**config.mk**
```make
export PLATFORM = sky130hd
export DESIGN_NAME = vend_dispense_ctrl
export DESIGN_NICKNAME = d
export VERILOG_FILES = /design/src/rtl/vend_pkg.sv /design/src/rtl/vend_req_fifo.sv /design/src/rtl/vend_dispense_ctrl.sv
export SDC_FILE = /design/constraint.sdc
export NUM_CORES = 1
export LEC_CHECK = 0
export CAP_MARGIN = 30
export CORE_UTILIZATION = 33
export DETAILED_ROUTE_END_ITERATION = 8
export GPL_ROUTABILITY_DRIVEN = 1
export GPL_TIMING_DRIVEN = 0
export PLACE_DENSITY = 0.48
export SLEW_MARGIN = 15
export SYNTH_ARGS = -nofsm -noshare
export SYNTH_HDL_FRONTEND = slang
export SYNTH_SLANG_ARGS = --single-unit
export TNS_END_PERCENT = 100
```
**constraint.sdc**
```tcl
create_clock -name clk -period 4.1 [get_ports clk]
set_clock_uncertainty 0.15 [all_clocks]
set_input_delay 0.82 -clock clk [delete_from_list [all_inputs] [get_ports clk]]
set_output_delay 0.82 -clock clk [all_outputs]
set_load 0.05 [all_outputs]
```
**src/rtl/vend_pkg.sv**
```systemverilog
// vend_pkg: definitions shared by the coin-counting vending FSM and its
// downstream dispense controller.
//   state_t  - dispense controller states (IDLE..FAULT)
//   coin_t   - coin codes seen by the upstream counter
//   DEF_*    - default timing constants
//   max3     - helper used to size down-counters
package vend_pkg;

  typedef enum logic [2:0] {
    IDLE      = 3'd0,
    MOTOR     = 3'd1,
    WAIT_DROP = 3'd2,
    EJECT     = 3'd3,
    FAULT     = 3'd4
  } state_t;

  typedef enum logic [1:0] {
    COIN_NONE   = 2'd0,
    COIN_TEN    = 2'd1,
    COIN_TWENTY = 2'd2,
    COIN_FIFTY  = 2'd3
  } coin_t;

  localparam int DEF_MOTOR_CYCLES   = 8;
  localparam int DEF_TIMEOUT_CYCLES = 64;
  localparam int DEF_EJECT_CYCLES   = 4;
  localparam int DEF_QDEPTH         = 4;

  function automatic int max3(input int a, input int b, input int c);
    int m;
    m = (a > b) ? a : b;
    return (m > c) ? m : c;
  endfunction

endpackage

```
**src/rtl/vend_req_fifo.sv**
```systemverilog
// vend_req_fifo: 1-bit-wide synchronous FIFO holding the change-owed flag of
// each queued vend. Head data is presented combinationally.
//   i_clk, i_rst    clock, async active-high reset
//   i_push, i_din   write request and data (ignored when full)
//   i_pop           read request (ignored when empty)
//   o_dout          head entry
//   o_full/o_empty  occupancy flags
//   o_count         occupancy 0..DEPTH
module vend_req_fifo #(
  parameter int DEPTH = 4
) (
  input  logic                   i_clk,
  input  logic                   i_rst,
  input  logic                   i_push,
  input  logic                   i_din,
  input  logic                   i_pop,
  output logic                   o_dout,
  output logic                   o_full,
  output logic                   o_empty,
  output logic [$clog2(DEPTH):0] o_count
);

  localparam int AW = $clog2(DEPTH);

  logic [DEPTH-1:0] r_mem;
  logic [AW-1:0]    r_wptr;
  logic [AW-1:0]    r_rptr;
  logic [AW:0]      r_count;
  logic             w_wr;
  logic             w_rd;

  assign o_full  = (r_count == (AW+1)'(DEPTH));
  assign o_empty = (r_count == '0);
  assign o_count = r_count;
  assign o_dout  = r_mem[r_rptr];

  // Flags come from the pre-edge count, so a push on a full FIFO is refused
  // even if a pop happens on the same edge.
  assign w_wr = i_push && !o_full;
  assign w_rd = i_pop && !o_empty;

  // DEPTH is a power of two, so the pointers wrap on their own.
  always_ff @(posedge i_clk or posedge i_rst) begin
    if (i_rst) begin
      r_mem   <= '0;
      r_wptr  <= '0;
      r_rptr  <= '0;
      r_count <= '0;
    end else begin
      if (w_wr) begin
        r_mem[r_wptr] <= i_din;
        r_wptr        <= r_wptr + 1'b1;
      end
      if (w_rd)
        r_rptr <= r_rptr + 1'b1;
      case ({w_wr, w_rd})
        2'b10:   r_count <= r_count + 1'b1;
        2'b01:   r_count <= r_count - 1'b1;
        default: r_count <= r_count;
      endcase
    end
  end

endmodule

```
**src/rtl/vend_dispense_ctrl.sv**
```systemverilog
// vend_dispense_ctrl: queues vend pulses from the coin FSM, runs the product
// motor, waits (with timeout) for the drop sensor, then runs the change
// ejector if change is owed.
//   clk, reset       clock, async active-high reset
//   Z, change_given  vend pulse and its change-owed flag
//   drop_sensor      product-drop detector (synchronised)
//   fault_clr        operator clear, used only in FAULT
//   motor_on, eject_on, fault   Moore drives decoded from state
//   vend_done        Mealy pulse on the completing transition
//   busy             FSM active or vends queued
//   overflow         sticky, request lost to a full queue
//   pending          queue occupancy
module vend_dispense_ctrl
  import vend_pkg::*;
#(
  parameter int MOTOR_CYCLES   = DEF_MOTOR_CYCLES,
  parameter int TIMEOUT_CYCLES = DEF_TIMEOUT_CYCLES,
  parameter int EJECT_CYCLES   = DEF_EJECT_CYCLES,
  parameter int QDEPTH         = DEF_QDEPTH
) (
  input  logic                    clk,
  input  logic                    reset,
  input  logic                    Z,
  input  logic                    change_given,
  input  logic                    drop_sensor,
  input  logic                    fault_clr,
  output logic                    motor_on,
  output logic                    eject_on,
  output logic                    busy,
  output logic                    vend_done,
  output logic                    fault,
  output logic                    overflow,
  output logic [$clog2(QDEPTH):0] pending
);

  localparam int CNT_MAX = max3(MOTOR_CYCLES, TIMEOUT_CYCLES, EJECT_CYCLES);
  localparam int CW      = (CNT_MAX > 1) ? $clog2(CNT_MAX) : 1;

  state_t          r_state, w_nxt_state;
  logic [CW-1:0]   r_cnt, w_nxt_cnt;
  logic            r_cur_change;
  logic            r_ovf;
  logic            w_pop;
  logic            w_done;
  logic            w_head;
  logic            w_full;
  logic            w_empty;

  vend_req_fifo #(.DEPTH(QDEPTH)) u_fifo (
    .i_clk   (clk),
    .i_rst   (reset),
    .i_push  (Z),
    .i_din   (change_given),
    .i_pop   (w_pop),
    .o_dout  (w_head),
    .o_full  (w_full),
    .o_empty (w_empty),
    .o_count (pending)
  );

  always_ff @(posedge clk or posedge reset) begin
    if (reset) begin
      r_state      <= IDLE;
      r_cnt        <= '0;
      r_cur_change <= 1'b0;
      r_ovf        <= 1'b0;
    end else begin
      r_state <= w_nxt_state;
      r_cnt   <= w_nxt_cnt;
      if (w_pop)
        r_cur_change <= w_head;
      if (Z && w_full)
        r_ovf <= 1'b1;
    end
  end

  // The counter always transitions at zero, so it never wraps below.
  always_comb begin
    w_nxt_state = r_state;
    w_nxt_cnt   = r_cnt;
    w_pop       = 1'b0;
    w_done      = 1'b0;
    unique case (r_state)
      IDLE: begin
        if (!w_empty) begin
          w_pop       = 1'b1;
          w_nxt_cnt   = CW'(MOTOR_CYCLES - 1);
          w_nxt_state = MOTOR;
        end
      end
      MOTOR: begin
        if (r_cnt == '0) begin
          w_nxt_cnt   = CW'(TIMEOUT_CYCLES - 1);
          w_nxt_state = WAIT_DROP;
        end else begin
          w_nxt_cnt = r_cnt - 1'b1;
        end
      end
      WAIT_DROP: begin
        // A drop arriving on the last timeout cycle still counts as success.
        if (drop_sensor) begin
          if (r_cur_change) begin
            w_nxt_cnt   = CW'(EJECT_CYCLES - 1);
            w_nxt_state = EJECT;
          end else begin
            w_done      = 1'b1;
            w_nxt_state = IDLE;
          end
        end else if (r_cnt == '0) begin
          w_nxt_state = FAULT;
        end else begin
          w_nxt_cnt = r_cnt - 1'b1;
        end
      end
      EJECT: begin
        if (r_cnt == '0) begin
          w_done      = 1'b1;
          w_nxt_state = IDLE;
        end else begin
          w_nxt_cnt = r_cnt - 1'b1;
        end
      end
      FAULT: begin
        // The vend in flight is abandoned; queued vends wait in the FIFO.
        if (fault_clr)
          w_nxt_state = IDLE;
      end
      default: w_nxt_state = IDLE;
    endcase
  end

  assign motor_on  = (r_state == MOTOR);
  assign eject_on  = (r_state == EJECT);
  assign fault     = (r_state == FAULT);
  assign vend_done = w_done;
  assign busy      = (r_state != IDLE) || !w_empty;
  assign overflow  = r_ovf;

endmodule

```
==> key figures, run 1 <==
Outcome
  – Status: complete, no violations

Timing
  – Fmax: 279 MHz
  – Final Max Tran Viols: 0
  – Final Hold Fails: 0
  – Tightest Pin Transition: 498 ps
  – Post-layout min period: 3590 ps
  – Final TNS setup: 0 ps
  – Finish-stage setup viols: 0
  – RSZ-0062 raised after global routing: no
  – Slew margin rel.: 0.667
  – Share of the clock period used by the worst path: 0.876
  – Fin worst setup slack: 509 ps

Layout
  – Multi-input gate area: 699 µm²
  – Register Area: 551 µm²
  – Ant. Diodes: 0
  – Nets@finish: 162
  – Final Non-Filler Cells: 194
  – Share of cells above drive strength 1: 0.171
  – Layout area overhead: 21.5%
  – Design area: 1620 µm²
  – Fillers: 379

Critical path
  – CP endpoint kind: output port
  – Worst-path maximum fanout: 6
  – Req. time, crit path: 3130 ps
  – Crit path kind: primary input to output port
  – Reg2reg path depth: 8
  – Arr. time, crit path: 2620 ps
  – CP startpoint kind: primary input

Clock tree
  – CTS Sinks: 22
  – Reg clk slew, reported paths: 80 ps
  – Gates resized, CTS repair: 0
  – Root Buffer: clkbuf_8
  – CTS Buf Count: 3
  – H-tree levels: 1
  – Postcts setup bufs: 0
  – Max clock buf depth: 2
  – Hold-fix buffers at CTS: 0
  – Clock Latency Late Sink: 260 ps
  – TritonCTS clock tree: done

Floorplan
  – Initial Utilization: 0.354
  – Die ar.: 4300 µm²
  – Die Ht: 65.6 µm
  – I/O Pins: 15
  – Std-Cell Rows: 22
  – Die Wd: 65.6 µm
  – Core area: 3770 µm²

Synthesis
  – Cells after synthesis: 127
  – Yosys warnings: 0
  – Main area contributors after synthesis: dfrtp_1 41%, ha_1 7.5%, mux2_2 4.2%
  – Post-Synthesis Net Count: 142
  – Post-synthesis sequential area ratio: 0.413
  – Netlist Area Pre-Place: 1330 µm²
  – Yosys cell types: 47
  – Area share of the largest cell type after synthesis: 0.413
  – Synthesized area per cell: 10.5 µm²
  – Top cell type by total area after synthesis: dfrtp_1
  – Seq cells post-synth: 22

Detailed routing
  – Vias per cell: 5.11
  – Top Metal Used: met4
  – DR WL/cell: 13.3 µm
  – Final wirelength: 2.58 mm
  – Routed met3 length: 121 µm
  – Routed wl met2: 1.25 mm
  – Vias: 991
  – Antenna Nets Post-Route: 0
  – Met1 Wirelength: 1.19 mm
  – Initial DRC Count: 85
  – DRC errors left: 0
  – DRT Pass-1 Iters: 4

Global route
  – Overflow after GRT: 0
  – Initial antenna violation count: 0
  – First-pass GRT wire length: 4.44 mm
  – Vias in the first global route: 963
  – GRT Total Usage: 0.141
  – Largest net degree at the start of global routing: 23

Pwr
  – Internal power: 760 µW
  – Sw frac: 0.426
  – Pwr Density: 817 nW/µm²
  – Peak VDD IR: 0.000328 V
  – LEAKAGE: 0.000722 µW
  – Switching power total: 564 µW
  – Clock power frac: 0.154
  – Power share of the sequential group: 0.325
  – Comb pwr share: 0.521

Placed design
  – IO buf count: 14
  – Global placement routability congestion: 0.803
  – Placed Area: 1530 µm²
  – Dpl cells: 189
  – Pre-CTS WS: 521 ps
  – Post-detail-place hpwl: 1.90 mm

Min path
  – Worst min-delay path category: flip-flop to flip-flop
  – Hold Path Cell Cnt: 1

Job
  – Max-cap violations: 0
## Yosys cell counts (all sizes together)
master   n
a22oi    2
or3      2
nor3     1
o22a     2
a21boi   1
buf      3
and2     2
o31ai    2
a211oi   2
clkbuf   1
nor4     2
a22o     1
nand3b   1
o21ai    3
nor2b    2
xor2     3
nor3b    1
nor2    11
mux2     5
ha       8
dfrtp   22
nand2b   3
xnor2    3
inv     15
a21o     2
a32oi    1
fa       1
nor4bb   1
a211o    1
nand2    7
a31o     2
a221oi   2
o31a     1
a21oi    4
mux2i    1
mux4     1
a221o    1
or4      1
o32ai    2
nand3    1
## kinds of logic (layout without fill, tap and decap cells)
family                   Yosys count  count (layout)  synth area share
AO/OA/AOI/OAI                     29              29             0.171
XOR/XNOR                           6               6            0.0394
adder cells (fa/ha/maj)            9               9            0.0901
buffers and inverters             19              38            0.0628
flip-flops                        22              22             0.413
multiplexers                       7               7            0.0666
AND/OR/NAND/NOR                   35              35             0.158
## layer usage
layer  global-route usage  up-vias
li1                     -      485
met1                0.180      484
met2                0.224       18
met3               0.0417        4
met4               0.0489        0
met5                    0        -
## through the flow
stage | power (µW) | util | hold slack, ps
floorplan | 951 | - | 303
global placement | 1110 | 0.407 | 299
detailed placement | 1130 | 0.407 | 303
CTS | 1340 | 0.426 | 323
global route | 1430 | 0.430 | 347
finish | 1320 | 0.430 | 319
## placed cells by master, fill, tap and decap left out, types with 2 or more instances in the layout
cell             instances
a21o_1                   2
a21oi_1                  4
a221oi_1                 2
a22oi_1                  2
a31o_2                   2
clkbuf_8                 3
clkdlybuf4s50_1         14
dfrtp_1                 22
ha_1                     8
inv_1                   14
mux2_2                   5
nand2_1                  7
nand2b_1                 3
nor2_1                  10
nor2b_1                  2
o21ai_0                  3
o22a_1                   2
o31ai_1                  2
o32ai_1                  2
or3_1                    2
xnor2_1                  3
xor2_1                   3
## registers in the layout (all words and copies together), names as in the netlist
signal	cells
u_fifo.r_wptr	2
r_cnt	6
overflow	1
u_fifo.r_rptr	2
r_state	3
u_fifo.o_count	3
r_cur_change	1
u_fifo.r_mem	4
## final timing paths
path | startpoint | end | slack [ps]
min in group asynchronous | reset | r_cnt[1] | 670
max reg2reg | r_state[1] | u_fifo.o_count[2] | 1710
min reg2reg | overflow | overflow | 320
max in group asynchronous | reset | u_fifo.o_count[1] | 2710
max | drop_sensor | vend_done | 510
min | overflow | overflow | 320
## power by group through the flow
stage,sequential (µW),combinational (µW),clock [µW]
floorplan,477,474,0
global placement,428,686,0
detailed placement,432,695,0
CTS,429,698,214
global route,443,765,221
finish,430,690,204
## cell type report
| class | instances | share of cell area |
|---|---|---|
| buffer | 4 | 0.0170 |
| clock buffer | 3 | 0.0255 |
| clock inverter | 1 | 0.0185 |
| inverter | 15 | 0.0347 |
| multi-input combinational | 86 | 0.432 |
| sequential | 22 | 0.340 |
| tap | 48 | 0.0371 |
| timing repair buffer | 15 | 0.0958 |
## critical path, stage by stage
cell and delay (ps):
clkdlybuf4s50_1 560, nor3b_1 260, a21oi_1 80, nor2_1 100, clkdlybuf4s50_1 800
No activity file was read; power rests on OpenSTA's default activity.
==> inputs of run 2 (changes only) <==
==> constraint.sdc (replaced) <==
create_clock -name clk -period 4.1 [get_ports clk]
set_clock_uncertainty 0.15 [all_clocks]
set_input_delay 0.82 -clock clk [delete_from_list [all_inputs] [get_ports clk]]
set_output_delay 0.82 -clock clk [all_outputs]
set_load 0.1 [all_outputs]
==> results of run 2 <==
The final DEF is identical to that of run 1. Status: complete, no violations.
Among the figures that moved: setup slack after placement 521 ps -> 190 ps; setup slack after layout 509 ps -> 178 ps
Power of run 2 is not shown: default switching activity piles up to over one toggle a cycle in this logic, so the estimate is an artifact.
